<file path="src/rtl/cb_seg_size_pipe_pkg.sv">
// Shared types, C-count encodings and threshold derivation for the code-block size pipeline.
package cb_seg_pkg;

    localparam int unsigned CB_FILLER_MAX_W = 16;

    localparam logic [1:0] CB_C_NONE = 2'd0;
    localparam logic [1:0] CB_C_ONE  = 2'd1;
    localparam logic [1:0] CB_C_TWO  = 2'd2;

    // Filler is carried at a fixed maximum width; the top resizes it to FILL_W.
    typedef struct packed {
        logic                       err;
        logic [1:0]                 c_plus;
        logic [1:0]                 c_minus;
        logic [CB_FILLER_MAX_W-1:0] filler;
    } cb_result_t;

    typedef struct packed {
        logic [31:0] t_low;
        logic [31:0] t_mid;
        logic [31:0] t_high;
        logic [31:0] t_max;
    } cb_thr_t;

    function automatic cb_thr_t cb_thresholds(input int unsigned k_plus,
                                              input int unsigned k_minus,
                                              input int unsigned crc_bytes);
        cb_thr_t t;
        t.t_low  = k_minus;
        t.t_mid  = k_plus;
        t.t_high = k_plus + k_minus - 2 * crc_bytes;
        t.t_max  = 2 * k_plus - 2 * crc_bytes;
        return t;
    endfunction

    // Largest filler any band can produce (band floor is previous threshold + 1).
    function automatic int unsigned cb_max_filler(input cb_thr_t t);
        int unsigned m;
        m = t.t_low;
        if (t.t_mid - t.t_low - 1 > m)   m = t.t_mid - t.t_low - 1;
        if (t.t_high - t.t_mid - 1 > m)  m = t.t_high - t.t_mid - 1;
        if (t.t_max - t.t_high - 1 > m)  m = t.t_max - t.t_high - 1;
        return m;
    endfunction

endpackage

</file>
<file path="src/rtl/cb_seg_size_pipe_classify.sv">
// Combinational classifier: transport-block size in bytes -> code-block counts and filler.
module cb_seg_classify
    import cb_seg_pkg::*;
#(
    parameter int unsigned SIZE_W    = 12,
    parameter int unsigned K_PLUS    = 768,
    parameter int unsigned K_MINUS   = 132,
    parameter int unsigned CRC_BYTES = 3
) (
    input  logic [SIZE_W-1:0] size,
    output cb_result_t        result
);

    localparam cb_thr_t THR = cb_thresholds(K_PLUS, K_MINUS, CRC_BYTES);

    logic [31:0] b;

    always_comb begin
        b      = 32'(size);
        result = '0;
        if (b > THR.t_max) begin
            result.err = 1'b1;
        end else if (b > THR.t_high) begin
            result.c_plus = CB_C_TWO;
            result.filler = CB_FILLER_MAX_W'(THR.t_max - b);
        end else if (b > THR.t_mid) begin
            result.c_plus  = CB_C_ONE;
            result.c_minus = CB_C_ONE;
            result.filler  = CB_FILLER_MAX_W'(THR.t_high - b);
        end else if (b > THR.t_low) begin
            result.c_plus = CB_C_ONE;
            result.filler = CB_FILLER_MAX_W'(THR.t_mid - b);
        end else begin
            result.c_minus = CB_C_ONE;
            result.filler  = CB_FILLER_MAX_W'(THR.t_low - b);
        end
    end

endmodule

</file>
<file path="src/rtl/cb_seg_size_pipe.sv">
// Code-block size pipeline: size register, classify stage and inline FWFT result FIFO.
// Optional CB_SEG_SIZE_STATS_EN adds saturating written-result and error counters.
module cb_seg_size_pipe
    import cb_seg_pkg::*;
#(
    parameter int unsigned SIZE_W    = 12,
    parameter int unsigned FILL_W    = 10,
    parameter int unsigned DEPTH     = 4,
    parameter int unsigned K_PLUS    = 768,
    parameter int unsigned K_MINUS   = 132,
    parameter int unsigned CRC_BYTES = 3
) (
    input  logic                       clk,
    input  logic                       aclr_n,
    input  logic                       flush,
    input  logic                       in_valid,
    output logic                       in_ready,
    input  logic [SIZE_W-1:0]          in_size,
    output logic                       out_valid,
    input  logic                       out_ready,
    output logic [1:0]                 out_c_plus,
    output logic [1:0]                 out_c_minus,
    output logic [FILL_W-1:0]          out_filler,
    output logic                       out_err,
    output logic [$clog2(DEPTH+1)-1:0] level
`ifdef CB_SEG_SIZE_STATS_EN
    ,
    output logic [31:0]                stat_blocks,
    output logic [15:0]                stat_errs
`endif
);

    localparam int unsigned AW        = $clog2(DEPTH);
    localparam int unsigned LW        = $clog2(DEPTH + 1);
    localparam cb_thr_t     THR       = cb_thresholds(K_PLUS, K_MINUS, CRC_BYTES);
    localparam int unsigned FILL_NEED = $clog2(cb_max_filler(THR) + 1);

    if (DEPTH < 2 || (DEPTH & (DEPTH - 1)) != 0) begin : g_bad_depth
        $error("cb_seg_size_pipe: DEPTH must be a power of two and at least 2");
    end
    if (FILL_W < FILL_NEED || FILL_NEED > CB_FILLER_MAX_W) begin : g_bad_fill
        $error("cb_seg_size_pipe: FILL_W too narrow for the largest filler");
    end

    logic              s1_valid;
    logic [SIZE_W-1:0] s1_size;
    logic              ready_en;
    logic [AW-1:0]     wr_ptr;
    logic [AW-1:0]     rd_ptr;
    cb_result_t        mem [DEPTH];
    cb_result_t        s2_result;
    cb_result_t        head;
    logic              accept;
    logic              wr_en;
    logic              rd_en;
    logic [LW:0]       credit;

    cb_seg_classify #(
        .SIZE_W    (SIZE_W),
        .K_PLUS    (K_PLUS),
        .K_MINUS   (K_MINUS),
        .CRC_BYTES (CRC_BYTES)
    ) u_classify (
        .size   (s1_size),
        .result (s2_result)
    );

    // Credit counts both queued results and the word in stage 1, so the FIFO can never overflow.
    assign credit    = {1'b0, level} + (LW + 1)'(s1_valid);
    assign in_ready  = ready_en && (credit < (LW + 1)'(DEPTH));
    assign out_valid = (level != '0);
    assign accept    = in_valid && in_ready;
    assign wr_en     = s1_valid && !flush;
    assign rd_en     = out_valid && out_ready && !flush;

    always_ff @(posedge clk or negedge aclr_n) begin
        if (!aclr_n) begin
            ready_en <= 1'b0;
            s1_valid <= 1'b0;
            s1_size  <= '0;
            wr_ptr   <= '0;
            rd_ptr   <= '0;
            level    <= '0;
        end else begin
            ready_en <= 1'b1;
            if (flush) begin
                s1_valid <= 1'b0;
                wr_ptr   <= '0;
                rd_ptr   <= '0;
                level    <= '0;
            end else begin
                s1_valid <= accept;
                if (accept) s1_size <= in_size;
                if (wr_en)  wr_ptr  <= wr_ptr + AW'(1);
                if (rd_en)  rd_ptr  <= rd_ptr + AW'(1);
                case ({wr_en, rd_en})
                    2'b10:   level <= level + LW'(1);
                    2'b01:   level <= level - LW'(1);
                    default: level <= level;
                endcase
            end
        end
    end

    always_ff @(posedge clk) begin
        if (wr_en) mem[wr_ptr] <= s2_result;
    end

    always_comb begin
        head        = out_valid ? mem[rd_ptr] : '0;
        out_err     = head.err;
        out_c_plus  = head.c_plus;
        out_c_minus = head.c_minus;
        out_filler  = FILL_W'(head.filler);
    end

`ifdef CB_SEG_SIZE_STATS_EN
    always_ff @(posedge clk or negedge aclr_n) begin
        if (!aclr_n) begin
            stat_blocks <= '0;
            stat_errs   <= '0;
        end else if (flush) begin
            stat_blocks <= '0;
            stat_errs   <= '0;
        end else if (wr_en) begin
            if (stat_blocks != '1) stat_blocks <= stat_blocks + 32'd1;
            if (s2_result.err && stat_errs != '1) stat_errs <= stat_errs + 16'd1;
        end
    end
`endif

endmodule

</file>
<file path="config.mk">
export PLATFORM = sky130hd
export DESIGN_NAME = cb_seg_size_pipe
export DESIGN_NICKNAME = d
export VERILOG_FILES = /design/src/rtl/cb_seg_size_pipe_pkg.sv /design/src/rtl/cb_seg_size_pipe_classify.sv /design/src/rtl/cb_seg_size_pipe.sv
export SDC_FILE = /design/constraint.sdc
export NUM_CORES = 1
export LEC_CHECK = 0
export ABC_CLOCK_PERIOD_IN_PS = 5700
export BUFFER_PORTS_ARGS = -buffer_cell sky130_fd_sc_hd__buf_2
export CORE_UTILIZATION = 45
export CTS_CLUSTER_SIZE = 20
export DETAILED_ROUTE_END_ITERATION = 7
export PLACE_DENSITY = 0.62
export SLEW_MARGIN = 10
export SYNTH_ARGS = -nofsm -noshare
export SYNTH_HDL_FRONTEND = slang
export SYNTH_SLANG_ARGS = --single-unit
</file>
<file path="constraint.sdc">
create_clock -name clk -period 5.7 [get_ports clk]
set_input_delay 0.855 -clock clk [delete_from_list [all_inputs] [get_ports clk]]
set_output_delay 0.855 -clock clk [all_outputs]
set_load 0.01 [all_outputs]
</file>
# == Word level (Yosys, flattened, before mapping) ==
# Memory sizes are Yosys's and may differ from the RTL's.
# Cells that the tools add are included.
# word_totals
output_inout_bits,20
reg_bits,21
n_memories,1
ram_bits,84
# classes
n_reduce_logical,11
n_mux,19
n_eq_ne,2
bitwise,1
addsub,9
order_cmp,5
# memory_table
memory,words,width,read_ports,rd_ports_with_merged_regs,wr,line,rtl
mem,4,21,1,0,1,cb_seg_size_pipe.sv:50,cb_result_t mem [DEPTH];
# op_table
cell,count
20-bit two-way mux,2
16-bit two-way mux,2
10-bit by 12-bit subtractor with 13-bit output (first input constant),2
12-bit by 10-bit greater-than comparator with 1-bit output (second input constant),2
21-bit two-way mux,1
11-bit by 12-bit subtractor with 13-bit output (first input constant),1
8-bit by 12-bit subtractor with 13-bit output (first input constant),1
12-bit by 11-bit greater-than comparator with 1-bit output (second input constant),1
12-bit by 8-bit greater-than comparator with 1-bit output (second input constant),1
2-bit two-way mux,6
1-bit two-way mux,6
3-bit case mux with 2 select lines,1
3-bit nonzero test,2
1-bit logical AND,5
2-bit by 1-bit adder with 2-bit output (second input constant),2
3-bit by 1-bit adder with 4-bit output,1
4-bit by 3-bit less-than comparator with 1-bit output (second input constant),1
2-bit nonzero test,2
3-bit by 1-bit adder with 3-bit output (second input constant),1
3-bit two-way mux,1
3-bit by 1-bit subtractor with 3-bit output (second input constant),1
2-bit by 1-bit equality test with 1-bit output (second input constant),1
2-bit equality test (second input constant),1
2-bit AND reduction,1
2 further kinds,2

# == Logic depth before layout (Yosys ltp) ==
# logic_depth
ltp_word,6
depth_mapped,8
mapped_depth_nobuf,7

# == Hierarchy ==
# Synthesis repeated with hierarchy kept, for this count alone.
# hier_totals
hier_cells,344
area_unflattened_um2,4505.6
# modules_own_cells
module,cells_per_inst,n_inst,area_each_um2,seq_area_each_um2
cb_seg_size_pipe,182,1,3378.2,2327.2
cb_seg_classify,162,1,1127.3,0.0

# == Worst setup path after synthesis ==
# No wires, ideal clock.
# synth_timing
path_type,register to output
from,reg rd_ptr[0]
to,out out_c_minus[0]
t_arrival_ns,1.709
n_path_buf,2
t_required_ns,4.845
path_stages_with_launch,5
slack_ns,3.136
cell_sequence,dfrtp_1 clkbuf_1 buf_2 mux4_2 and2_1
# synth_between
elab_chain_cells,2
# synth_rtl
item,line,rtl
from (decl),cb_seg_size_pipe.sv:49,logic [AW-1:0] rd_ptr;
from (signal assigned),cb_seg_size_pipe.sv:95,if (rd_en) rd_ptr <= rd_ptr + AW'(1);
memory 4 x 21 bit,n/a,
21-bit two-way mux,cb_seg_size_pipe.sv:110,head = out_valid ? mem[rd_ptr] : '0;
to (decl),cb_seg_size_pipe.sv:22,"output logic [1:0] out_c_minus,"
# Every way passes these cells.

# == Worst setup path in the final report ==
# layout_timing
from,reg rd_ptr[0]
to,out out_filler[9]
# layout_between
elab_chain_cells,2
# layout_rtl
item,line,rtl
memory 4 x 21 bit,n/a,
21-bit two-way mux,cb_seg_size_pipe.sv:110,
to (decl),cb_seg_size_pipe.sv:23,"output logic [FILL_W-1:0] out_filler,"
# Every way passes these cells.

==> run summary <==
Buffers inserted to repair hold after CTS numbered 0. Setup repair after global routing left no endpoint under its margin. The logs give 3 for the number of H-tree levels and 37 for the count of pins on the block boundary. The run gives 12,100 um as the first-pass GRT wire length. The run finished with clean final reports. Grouping stages by cell kind, the critical path spends the most delay in flip-flops.

For this run, the leading register cell type out of synthesis is edfxtp_1. The final critical-path share of the clock period was 54.4%; the number of routed nets with antenna violations was 0. The logs give 0 for the total of warnings raised by yosys and 0 ns for the setup total negative slack.

The critical path arrival is 2.25 ns, and the area of the core region is 8680 sq um. The tools report the number of endpoints failing setup at the final stage as 0. Once the clock tree was built, the resizer swapped 0 gates to a different size. The worst setup path is captured at an output port. Counting flops and latches in the post-synthesis netlist gives 77. After detailed routing, the average wire length per cell comes to 17.1 um. Row generation in the floorplan step produced 34 rows.

In this run the post-CTS setup repair buffer count came out at 0. The synthesized design spends more area on one cell type than any other, namely edfxtp_1. For the number of antenna diodes, the log shows 0. The worst-case clock skew was 0.00880 ns; the length of the first detailed-routing pass in iterations was 5. The number of fillers in the final layout is 764, and the actual slew at the worst max-slew pin is 0.959 ns. The portion of synthesized cell area occupied by the leading cell type is 42.1%, and the number of buffers between clock root and the deepest sink is 2. After detailed routing, the number of vias per cell comes to 5.72. The stage delay of the slowest cell on the critical path is 0.98 ns.

The die width came out at 96.3 um. The number of failing hold endpoints at the final stage is 0, and the clock period minus worst slack is 3.10 ns. The synthesized netlist occupies a cell area of 4000 sq um. Kind of critical path: flop to output port. In this run the worst hold path is classified as input port to asynchronous set/reset pin. The depth of the critical timing path with buffers and inverters included came out at 3.

Global routing finished with a remaining overflow of 0. The depth of the most critical reg-to-reg path is 6. The mean post-synth cell area was 12.9 sq um.

Static timing analysis puts the maximum clock frequency at 322 MHz. The clock edge transition at the registers on the reported setup and hold paths is 0.08 ns. The die covers 9270 sq um.

Across the run, the number of max-cap violations was 0. The run gives 0 as the remaining design rule violation count. Along the worst path, the maximum fanout reaches 16. Placer's final routability congestion estimate: 0.890.

The number of nets in the synthesized netlist is 333. Max-slew violation total from the final report: 0. TritonCTS built the clock tree. Across every metal layer, demand over resource in global routing totals 18.2%. Buffers inserted during clock tree synthesis total 9. The total number of clock tree sinks was 77.

The leakage component of the power is 1.60 nW. The layout overhead on the synthesized area is 10.1%, and the ratio of cells with drive above 1 in the final layout is 25.1%. The critical path data required time is 4.85 ns. The initial antenna violation count was 0; the critical path buffer and inverter count was 1. The final net count was 354; the maximum vdd ir drop was 0.000216 V. The detailed router finished its first iteration with 179 violations.

The tree is rooted in a clkbuf_8. The later pin in the worst-skew pair is clocked with a latency of 0.35 ns. Maximum number of pins on one net before global-route repair: 22.

The run gives 57 as the count of different cell masters after synthesis. Of the synthesized area, sequential elements account for 55.2%. Yosys attributes the largest share of cell area to edfxtp_1, dfrtp_1, mux4_2.

The sum of net half-perimeters after detailed placement came out at 5110 um. The nature of the critical path startpoint was a flop. After detailed routing, the total wire length is 7570 um.

Of all flip-flops after synthesis, the portion carrying an async set or reset was 27.3%. The number of synthesized flops with an enable pin is 56, and the via count of the first global-routing pass is 2,310. In this run the tool buffered the top-level ports with 35 buffer cells.

The initial core utilization was 46.1%; the power density over cell area was 472 nW/um^2. The detailed router placed 2,536 vias in this run. The post-place setup slack was 2.82 ns.

Walking the worst path, the cells encountered are mux4_2, and2_1, buf_2. The number of standard cells after synthesis is 309, and the final critical-path setup slack is 2.60 ns. The die height was 96.3 um. The slowest cell on the critical path was dfrtp_1. The tools report the worst slew margin relative to its limit as 36.1%.
==> layout make-up <==
type / instances / area, sq um / area share [%]
clock buffers: 10 / 128 / 2.90
clock inverters: 6 / 70.1 / 1.59
inverters: 8 / 30.0 / 0.682
multi-input cells: 198 / 1650 / 37.5
flip-flops and latches: 77 / 2210 / 50.1
well taps: 108 / 135 / 3.07
repair buffers: 36 / 183 / 4.15
==> through the flow <==
step	instances	total power (W)	cell area, sq um	hold WS, ns	utilization, %
final	443	0.00208	4400	0.443	50.7
after global routing	443	0.00223	4400	0.475	50.7
after CTS	443	0.00209	4400	0.452	50.7
after detailed placement	427	0.00168	4200	0.584	48.4
after global placement	427	0.00167	4200	0.561	48.4
after floorplan	309	0.00146	4000	0.538	-
==> report_power, final <==
part	total (W)	leakage (nW)	internal, W	switching, W
registers	0.000905	0.773	0.000723	0.000182
logic	0.000759	0.742	0.000352	0.000407
clock network	0.000414	0.0895	0.000205	0.000209
==> sequential cells by signal (all words and copies together) (netlist names) <==
| signal | count |
|---|---|
| mem | 56 |
| s1_size | 12 |
| level | 3 |
| rd_ptr | 2 |
| wr_ptr | 2 |
| ready_en | 1 |
| s1_valid | 1 |
==> kinds of logic (layout without fill, tap and decap cells) <==
family                     after synthesis  in the layout  share of synthesized area [%]
buffers and inverters                   34             60                           3.57
AOI/OAI and AO/OA                       59             59                           11.5
muxes                                   29             29                           12.0
and+or+nand+nor                         87             87                           12.1
other                                    2              2                          0.188
xor gates and xnor gates                14             14                           3.07
DFF                                     77             77                           55.2
adders and majority gates                7              7                           2.38
==> worst paths after layout <==
kind                                   startpoint                 endpoint  slack (ns)
max                         rd_ptr[0]$_DFFE_PN0P_            out_filler[9]        2.60
min                                        aclr_n     level[0]$_DFFE_PN0P_        0.44
max reg2reg                s1_size[7]$_DFFE_PN0P_      mem[2][4]$_DFFE_PP_        2.85
min reg2reg                 wr_ptr[1]$_DFFE_PN0P_    wr_ptr[1]$_DFFE_PN0P_        0.61
max in group asynchronous                  aclr_n  s1_size[11]$_DFFE_PN0P_        4.94
min in group clk            wr_ptr[1]$_DFFE_PN0P_    wr_ptr[1]$_DFFE_PN0P_        0.61
==> per-layer routing <==
layer	vias up	GRT usage [%]	wire length, um
met1	1217	26.0	3740
met3	12	3.08	300
met5	-	0	0
met2	89	26.7	3360
met4	0	8.71	169
li1	1218	-	-
==> worst reg2reg max path: cells and delay by family, from the launching register on <==
family	cells	cell delay (ns)
and+or+nand+nor	2	0.63
DFF	1	0.81
buffers and inverters	1	0.16
AOI/OAI and AO/OA	3	0.96
==> synthesized netlist by cell type (8+ instances only) <==
| cell | count |
|---|---|
| mux4_2 | 14 |
| o21ai_0 | 8 |
| mux2_2 | 12 |
| a21oi_1 | 14 |
| inv_1 | 8 |
| nand2_1 | 11 |
| xnor2_1 | 11 |
| nor2_1 | 12 |
| nor3_1 | 12 |
| and2_1 | 20 |
| clkbuf_1 | 17 |
| edfxtp_1 | 56 |
| dfrtp_1 | 21 |
==> cell usage in the layout (no fill, tap or decap), drive strengths merged, types with 8 or more instances in the layout <==
cell type / Yosys / layout
buf: 9 / 36
xnor2: 11 / 11
nor2: 13 / 13
mux4: 14 / 14
mux2: 12 / 12
inv: 8 / 10
o21ai: 8 / 8
edfxtp: 56 / 56
dfrtp: 21 / 21
nand2: 11 / 11
and2: 20 / 20
nor3: 12 / 12
clkbuf: 17 / 10
a21oi: 14 / 14
No activity file was read; power rests on OpenSTA's default activity.
